==> src/rtl/store_buffer.sv <==
// Commit-side store FIFO draining retired stores to the dCache in program order.
// Define SB_FORWARD_EN to enable store-to-load forwarding from buffered entries.
module store_buffer #(
    parameter int unsigned ARCH_BITS   = 32,
    parameter int unsigned SB_SLOTS    = 4,
    parameter int unsigned SB_IDX_BITS = 2
) (
    input  logic                 clk,
    input  logic                 rst,
    input  logic                 wEnableMem,
    input  logic [ARCH_BITS-1:0] wAddressMem,
    input  logic [ARCH_BITS-1:0] wDataMem,
    input  logic                 wByteMem,
    output logic                 full,
    output logic                 empty,
    output logic                 overflow,
    output logic                 memReq,
    output logic [ARCH_BITS-1:0] memAddr,
    output logic [ARCH_BITS-1:0] memData,
    output logic                 memByte,
    input  logic                 memAck,
    input  logic [ARCH_BITS-1:0] ldAddr,
    input  logic                 ldByte,
    output logic                 ldHit,
    output logic [ARCH_BITS-1:0] ldData,
    output logic                 ldConflict
);

    logic [SB_SLOTS-1:0]    valid_q;
    logic [ARCH_BITS-1:0]   addr_q  [SB_SLOTS];
    logic [ARCH_BITS-1:0]   data_q  [SB_SLOTS];
    logic [SB_SLOTS-1:0]    bflag_q;
    logic [SB_IDX_BITS-1:0] head_q, tail_q;
    logic [SB_IDX_BITS:0]   count_q;
    logic                   overflow_q;
    logic                   push, pop;

    // Full is taken from the pre-edge count, so a pop never makes room for a same-cycle push.
    assign full     = (count_q == (SB_IDX_BITS + 1)'(SB_SLOTS));
    assign empty    = (count_q == '0);
    assign overflow = overflow_q;
    assign push     = wEnableMem && !full;
    assign pop      = valid_q[head_q] && memAck;

    assign memReq  = valid_q[head_q];
    assign memAddr = addr_q[head_q];
    assign memData = data_q[head_q];
    assign memByte = bflag_q[head_q];

    always_ff @(posedge clk or posedge rst) begin
        if (rst) begin
            valid_q    <= '0;
            head_q     <= '0;
            tail_q     <= '0;
            count_q    <= '0;
            overflow_q <= 1'b0;
        end else begin
            if (wEnableMem && full) begin
                overflow_q <= 1'b1;
            end
            if (pop) begin
                valid_q[head_q] <= 1'b0;
                head_q          <= head_q + 1'b1;
            end
            if (push) begin
                valid_q[tail_q] <= 1'b1;
                tail_q          <= tail_q + 1'b1;
            end
            if (push && !pop) begin
                count_q <= count_q + 1'b1;
            end else if (pop && !push) begin
                count_q <= count_q - 1'b1;
            end
        end
    end

    // Payload needs no reset: it is only observed behind a set valid bit.
    always_ff @(posedge clk) begin
        if (push) begin
            addr_q[tail_q]  <= wAddressMem;
            data_q[tail_q]  <= wDataMem;
            bflag_q[tail_q] <= wByteMem;
        end
    end

`ifdef SB_FORWARD_EN
    logic                   fwd_match;
    logic [SB_IDX_BITS-1:0] fwd_idx;
    logic [SB_IDX_BITS-1:0] scan_idx;
    logic [ARCH_BITS-1:0]   fwd_word;
    logic [7:0]             fwd_lane;

    // Scan oldest to youngest so the last match found is the youngest store.
    always_comb begin
        fwd_match = 1'b0;
        fwd_idx   = head_q;
        scan_idx  = head_q;
        for (int i = 0; i < int'(SB_SLOTS); i++) begin
            scan_idx = head_q + SB_IDX_BITS'(i);
            if (valid_q[scan_idx] &&
                addr_q[scan_idx][ARCH_BITS-1:2] == ldAddr[ARCH_BITS-1:2]) begin
                fwd_match = 1'b1;
                fwd_idx   = scan_idx;
            end
        end
    end

    always_comb begin
        fwd_word   = data_q[fwd_idx];
        fwd_lane   = 8'(fwd_word >> {ldAddr[1:0], 3'b000});
        ldHit      = 1'b0;
        ldConflict = 1'b0;
        ldData     = '0;
        if (fwd_match) begin
            if (!bflag_q[fwd_idx]) begin
                ldHit  = 1'b1;
                ldData = ldByte ? ARCH_BITS'(fwd_lane) : fwd_word;
            end else if (ldByte && addr_q[fwd_idx] == ldAddr) begin
                ldHit  = 1'b1;
                ldData = ARCH_BITS'(fwd_word[7:0]);
            end else begin
                ldConflict = 1'b1;
            end
        end
    end
`else
    logic unused_ld;
    assign unused_ld  = ^{ldAddr, ldByte};
    assign ldHit      = 1'b0;
    assign ldConflict = 1'b0;
    assign ldData     = '0;
`endif

endmodule

==> config.mk <==
export PLATFORM = sky130hd
export DESIGN_NAME = store_buffer
export DESIGN_NICKNAME = d
export VERILOG_FILES = /design/src/rtl/store_buffer.sv
export SDC_FILE = /design/constraint.sdc
export NUM_CORES = 1
export LEC_CHECK = 0
export BUFFER_PORTS_ARGS = -buffer_cell sky130_fd_sc_hd__buf_2
export CORE_MARGIN = 2
export CORE_UTILIZATION = 35
export DETAILED_ROUTE_END_ITERATION = 16
export HOLD_SLACK_MARGIN = 0.08
export PLACE_DENSITY_LB_ADDON = 0.15
export SETUP_SLACK_MARGIN = 0.02
export SLEW_MARGIN = 20
export SYNTH_ARGS = -nofsm -noshare
export SYNTH_HDL_FRONTEND = slang
export SYNTH_SLANG_ARGS = --single-unit
==> constraint.sdc <==
create_clock -name clk -period 3.42 [get_ports clk]
set_clock_uncertainty 0.2 [all_clocks]
set_input_delay 0 -clock clk [delete_from_list [all_inputs] [get_ports clk]]
set_output_delay 0 -clock clk [all_outputs]
set_load 0.05 [all_outputs]
# ---- After elaboration in Yosys (flattened, before gate mapping)
# Memory sizes are Yosys's and may differ from the RTL's.
# Index checks and enable logic that the tools add are counted.
dict set report word_totals {
  inputBits 102
  reg_bits 16
  output_inout_bits 103
  mem_bits_rw 256
  word_cells 47
  memories 2
}
# memory words word_bits rd rd_clocked_by_memory_dff write_ports line_no
set memory_table {}
lappend memory_table {addr_q 4 32 1 0 1 30} ;# logic [ARCH_BITS-1:0] addr_q [SB_SLOTS];
lappend memory_table {data_q 4 32 1 0 1 31} ;# logic [ARCH_BITS-1:0] data_q [SB_SLOTS];
dict set report classes {
  magnitude_cmp 4
  n_mux 15
  n_reduce_logical 12
  bitwise 3
  addsub 4
  eq_ne 1
}
# op n
set op_table {}
lappend op_table {{4-bit two-way mux} 2}
lappend op_table {{1-bit logical AND} 7}
lappend op_table {{2-bit by 3-bit less-than comparator with 1-bit output, second input constant} 2}
lappend op_table {{1-bit two-way mux} 6}
lappend op_table {{3-bit two-way mux} 2}
lappend op_table {{2-bit by 1-bit adder with 2-bit output, second input constant} 2}
lappend op_table {{4-bit bitwise AND} 1}
lappend op_table {{1-bit binary-select mux with 2-bit select} 2}
lappend op_table {{4-bit bitwise mux} 1}
lappend op_table {{1-bit demux with 2-bit select} 2}
lappend op_table {{2-bit by 1-bit >= comparator with 1-bit output, second input constant} 2}
lappend op_table {{4-bit NOT} 1}
lappend op_table {{4-bit OR} 1}
lappend op_table {{3-bit by 1-bit adder with 3-bit output, second input constant} 1}
lappend op_table {{3-bit equality test, second input constant} 1}
lappend op_table {{1-bit logical NOT} 3}
lappend op_table {{3-bit logical NOT} 1}
lappend op_table {{3-bit by 1-bit subtractor with 3-bit output, second input constant} 1}
lappend op_table {{2-bit nonzero test} 1}

# ---- Depth between registers and ports, before layout
dict set report depth {
  depth_word 9
  mapped_depth 11
  mapped_depth_nobuf 9
}

# ---- Worst setup path after synthesis
# Ideal clock, no wire load.
dict set report synth_timing {
  path_type {register to register}
  startpoint {register count_q[2]}
  endpoint {memory addr_q[0][0], enable pin}
  arrival_ns 2.298
  stages_incl_launch_ff 4
  synth_period_minus_slack_ns 2.928
  slack_ns 0.492
  setup_time_ns 0.430
  path_cell_list {dfrtp_1 -> or3b_1 -> buf_2 -> and3_1}
}
dict set report synth_between {
  elab_chain_cells 5
}
# element line_no
set synth_lines {}
lappend synth_lines {{from (decl)} 34} ;# logic [SB_IDX_BITS:0] count_q;
lappend synth_lines {{from (signal assigned)} 70} ;# count_q <= count_q + 1'b1;
lappend synth_lines {{from (signal assigned)} 72} ;# count_q <= count_q - 1'b1;
lappend synth_lines {{3-bit equality test} 39} ;# assign full = (count_q == (SB_IDX_BITS + 1)'(SB_SLOTS));
lappend synth_lines {{1-bit logical NOT} 42} ;# assign push = wEnableMem && !full;
lappend synth_lines {{1-bit logical AND} 42}
lappend synth_lines {{1-bit two-way mux} 79} ;# if (push) begin
lappend synth_lines {{1-bit two-way mux (implied by the code)} 80} ;# addr_q[tail_q] <= wAddressMem;
lappend synth_lines {{to (decl)} 30}
# Every way passes these cells.

# ---- Worst setup path in the final report
dict set report layout_timing {
  startpoint {register head_q[0]}
  endpoint {output memData[22]}
}
dict set report layout_between {
  elab_chain_cells 1
}
# element line_no
set layout_lines {}
lappend layout_lines {{from (decl)} 33} ;# logic [SB_IDX_BITS-1:0] head_q, tail_q;
lappend layout_lines {{from (signal assigned)} 63} ;# head_q <= head_q + 1'b1;
lappend layout_lines {{memory 4 x 32 bit} --}
lappend layout_lines {{to (decl)} 19} ;# output logic [ARCH_BITS-1:0] memData,
# Every way passes these cells.

==> out/summary.md <==
## Outcome
* **run status** complete, no violations

## Drt
* **vias post-DR** 5251
* **routed length per placed instance** 17.4 um
* **total DRC errors in the routed layout** 0
* **drt pass-1 iters** 4
* **via/cell ratio** 4.56
* **Final ANT Viol Nets** 0
* **Detailed Route Iter0 Violations** 270
* **wire length after detailed routing** 20000 um

## Cells and area
* **fin cells** 1151
* **diode count** 0
* **layout cells sized above 1** 0.348
* **filler cell count in the final layout** 2533
* **post-synthesis to final-layout area growth** 32.3%
* **Nets** 853
* **utilization after layout** 0.467

## Power and ir drop
* **relative contribution of sequential cells to total power** 0.359
* **design internal power** 7.89 mW
* **leakage power figure** 4.94 nW
* **power density cells** 923 mW/mm^2
* **IR drop worst, VDD** 0.548 mV
* **share of power burned in combinational logic** 0.395
* **Clk pwr share** 0.246
* **fraction of power spent switching nets** 0.380
* **reported net switching power** 4.83 mW

## Die
* **total I/O pin count** 205
* **horizontal extent of the die** 176 um
* **total die area** 0.0311 mm^2
* **starting utilization of the core area** 0.353
* **area of the core region** 0.0295 mm^2
* **Std-Cell Rows** 63
* **die extent in y** 176 um

## Worst hold path
* **path category of the worst min-delay check** in -> reg
* **min-delay src** wEnableMem

## Worst setup path
* **required time reported for the critical path endpoint** 3.22 ns
* **CP Data Arrival Time** 2.45 ns
* **slowest cell on the critical path** sky130_fd_sc_hd__buf_4
* **critical path class** reg -> out
* **termination of the worst setup path** memData[22]
* **nature of the critical path endpoint** primary output
* **delay of the slowest cell on the worst path** 0.63 ns
* **critical-path maximum fanout** 37
* **nature of the critical path startpoint** register
* **capture point of the worst reg-to-reg path** count_q[1]$_DFFE_PP0P_
* **crit path launch** head_q[0]$_DFFE_PP0N_
* **worst reg-to-reg path cell count** 6
* **sequence of cells on the critical path** buf_4, mux4_2, buf_2
* **worst reg2reg setup slack** 0.84 ns
* **source of the worst register-to-register timing path** count_q[0]$_DFFE_PP0P_

## Synth
* **top post-synthesis cells by area** sky130_fd_sc_hd__edfxtp_1, sky130_fd_sc_hd__mux4_2, sky130_fd_sc_hd__dfrtp_1
* **most frequent cells after synthesis** sky130_fd_sc_hd__edfxtp_1, sky130_fd_sc_hd__mux4_2, sky130_fd_sc_hd__buf_4
* **flip-flop and latch count after synthesis** 272
* **Cells after Synth** 449
* **number of flops mapped to enable cells by yosys** 260
* **Cell Area, Synth** 0.0104 mm^2
* **Yosys warning total** 0
* **top flip-flop cell by instance count after synthesis** sky130_fd_sc_hd__edfxtp_1
* **Post-synth ARST share** 0.0441
* **top-count cell post-synth** sky130_fd_sc_hd__edfxtp_1
* **Syn Area/Cell** 23.2 um^2
* **fraction of post-synthesis cell area in the top cell type by area** 0.750
* **number of distinct library cells after synthesis** 32
* **part of the Yosys area used for sequential elements** 0.779
* **cell type with the largest total area after synthesis** sky130_fd_sc_hd__edfxtp_1

## Timing
* **TNS Setup** 0 ns
* **normalized max-slew margin** 0.466
* **unrepaired setup endpoints after global routing** false
* **final slew viol count** 0
* **final setup violation count** 0
* **Slew @ Worst Pin** 0.802 ns
* **smallest setup slack after layout** 0.774 ns
* **final period utilization** 0.774
* **Tmin final** 2.65 ns
* **final-report hold violation count** 0
* **highest attainable clock frequency** 0.378 GHz

## Clocking
* **clock tree from TritonCTS** done
* **clock sink count** 272
* **clock buffer count from CTS** 29
* **CTS H-tree lvls** 1
* **clock root buffer** sky130_fd_sc_hd__clkbuf_16
* **maximum count of clock buffers along a single path** 3
* **clock transition at the register clock pins on the worst setup and hold paths after CTS** 0.06 ns
* **clock latency on the worst-skew pair** 0.53 ns
* **CTS-repair resized insts** 0

## GRT
* **layer with the highest usage** met2
* **remaining global-route overflow** 0
* **antenna violations before repair** 0
* **met1 usage** 0.161
* **met3 global-route usage** 0.0353
* **maximum number of pins on one net before global-route repair** 39
* **vias in the first global route** 5677
* **global-route wire length before repair** 31200 um
* **met2 demand-to-capacity share in global routing** 0.228
* **GRT Resource Usage Total** 0.130

## Placement
* **Buffers on Ports** 137
* **routability cong.** 0.686
* **pre-CTS setup slack** 0.875 ns
* **HPWL Detailed** 11300 um
* **# placed instances** 966

## Job
* **max-capacitance violation count** 0

## per-layer routing
layer  share of wire  up-vias
li1                -     2360
met1            0.41     2702
met2            0.49      158
met3           0.069       31
met4           0.022        0
met5               0        -
## layout make-up
class,instances,area [um^2],area share
inverters,16,60.1,0.00436
repair buffers,280,2140,0.156
clock buffers,39,813,0.0591
flip-flops and latches,272,8120,0.589
well taps,390,488,0.0354
multi-input cells,142,1990,0.145
clock inverters,12,159,0.0115
## logic make-up after synthesis
kind of cell,after synthesis,synth area share
flops,272,0.779
mux,70,0.146
buf+inv,68,0.0435
compound gates,12,0.00853
simple gates,12,0.00649
fa+ha+maj,10,0.0127
xor+xnor,4,0.00337
other cells,1,0.000360
## sequential cells by signal (all words and copies together), names as in the netlist
register  flops
overflow      1
valid_q       4
head_q        2
data_q      128
count_q       3
addr_q      128
tail_q        2
bflag_q       4
## worst max-delay path, delay by kind of cell (launching register included)
family,cells,cell delay (ns)
buffers and inverters,2,0.86
muxes,1,0.61
DFF,1,0.42
## power by group through the flow
stage | clock [mW] | sequential [mW] | combinational, mW
2_1_floorplan | 0 | 4.63 | 3.93
3_3_place_gp | 0 | 4.60 | 5.00
3_5_place_dp | 0 | 4.64 | 5.01
4_1_cts | 3.22 | 4.58 | 5.15
5_1_grt | 3.35 | 4.63 | 5.35
6_report | 3.13 | 4.57 | 5.02
## metrics by stage
step / total power [mW] / hold WS, ns / instance area (um^2)
6_report: 12.7 / 0.186 / 13800
5_1_grt: 13.3 / 0.209 / 13800
4_1_cts: 12.9 / 0.162 / 13800
3_5_place_dp: 9.65 / -0.128 / 11500
3_3_place_gp: 9.59 / -0.152 / 11500
2_1_floorplan: 8.57 / -0.335 / 10500
## cells in the final DEF (no fill, tap or decap), drive strengths merged
cell | netlist | final
nand2 | 1 | 1
edfxtp | 260 | 260
clkinv | 0 | 8
a32oi | 4 | 4
nand3 | 1 | 1
nor3 | 1 | 1
o22ai | 1 | 1
or3b | 1 | 1
dlygate4sd3 | 0 | 134
and3 | 4 | 4
o21ai | 5 | 5
conb | 1 | 34
ha | 9 | 9
nand2b | 1 | 1
mux4 | 65 | 65
fa | 1 | 1
xnor2 | 2 | 2
nor2 | 2 | 2
a21o | 1 | 1
and2 | 1 | 1
bufinv | 0 | 4
mux2i | 3 | 3
clkbuf | 4 | 39
inv | 16 | 16
xor2 | 2 | 2
o22a | 1 | 1
buf | 48 | 146
mux2 | 2 | 2
dfrtp | 12 | 12
## worst min-delay path by stage
stage,endpoint,slack (ns),depth (start not counted)
after floorplan,count_q[0]$_DFFE_PP0P_,-0.34,1
after CTS,overflow$_DFFE_PP0P_,0.16,3
after global placement,overflow$_DFFE_PP0P_,-0.15,2
after detailed placement,overflow$_DFFE_PP0P_,-0.13,2
after global routing,overflow$_DFFE_PP0P_,0.21,3
final,overflow$_DFFE_PP0P_,0.19,3
## repair_timing
action / 4_1_cts / 5_1_grt
setup buffers: 0 / 0
hold buffers: 134 / 0
endpoints found under the hold margin: 391 / 0
Note: power is estimated with default switching activity, not from simulation.
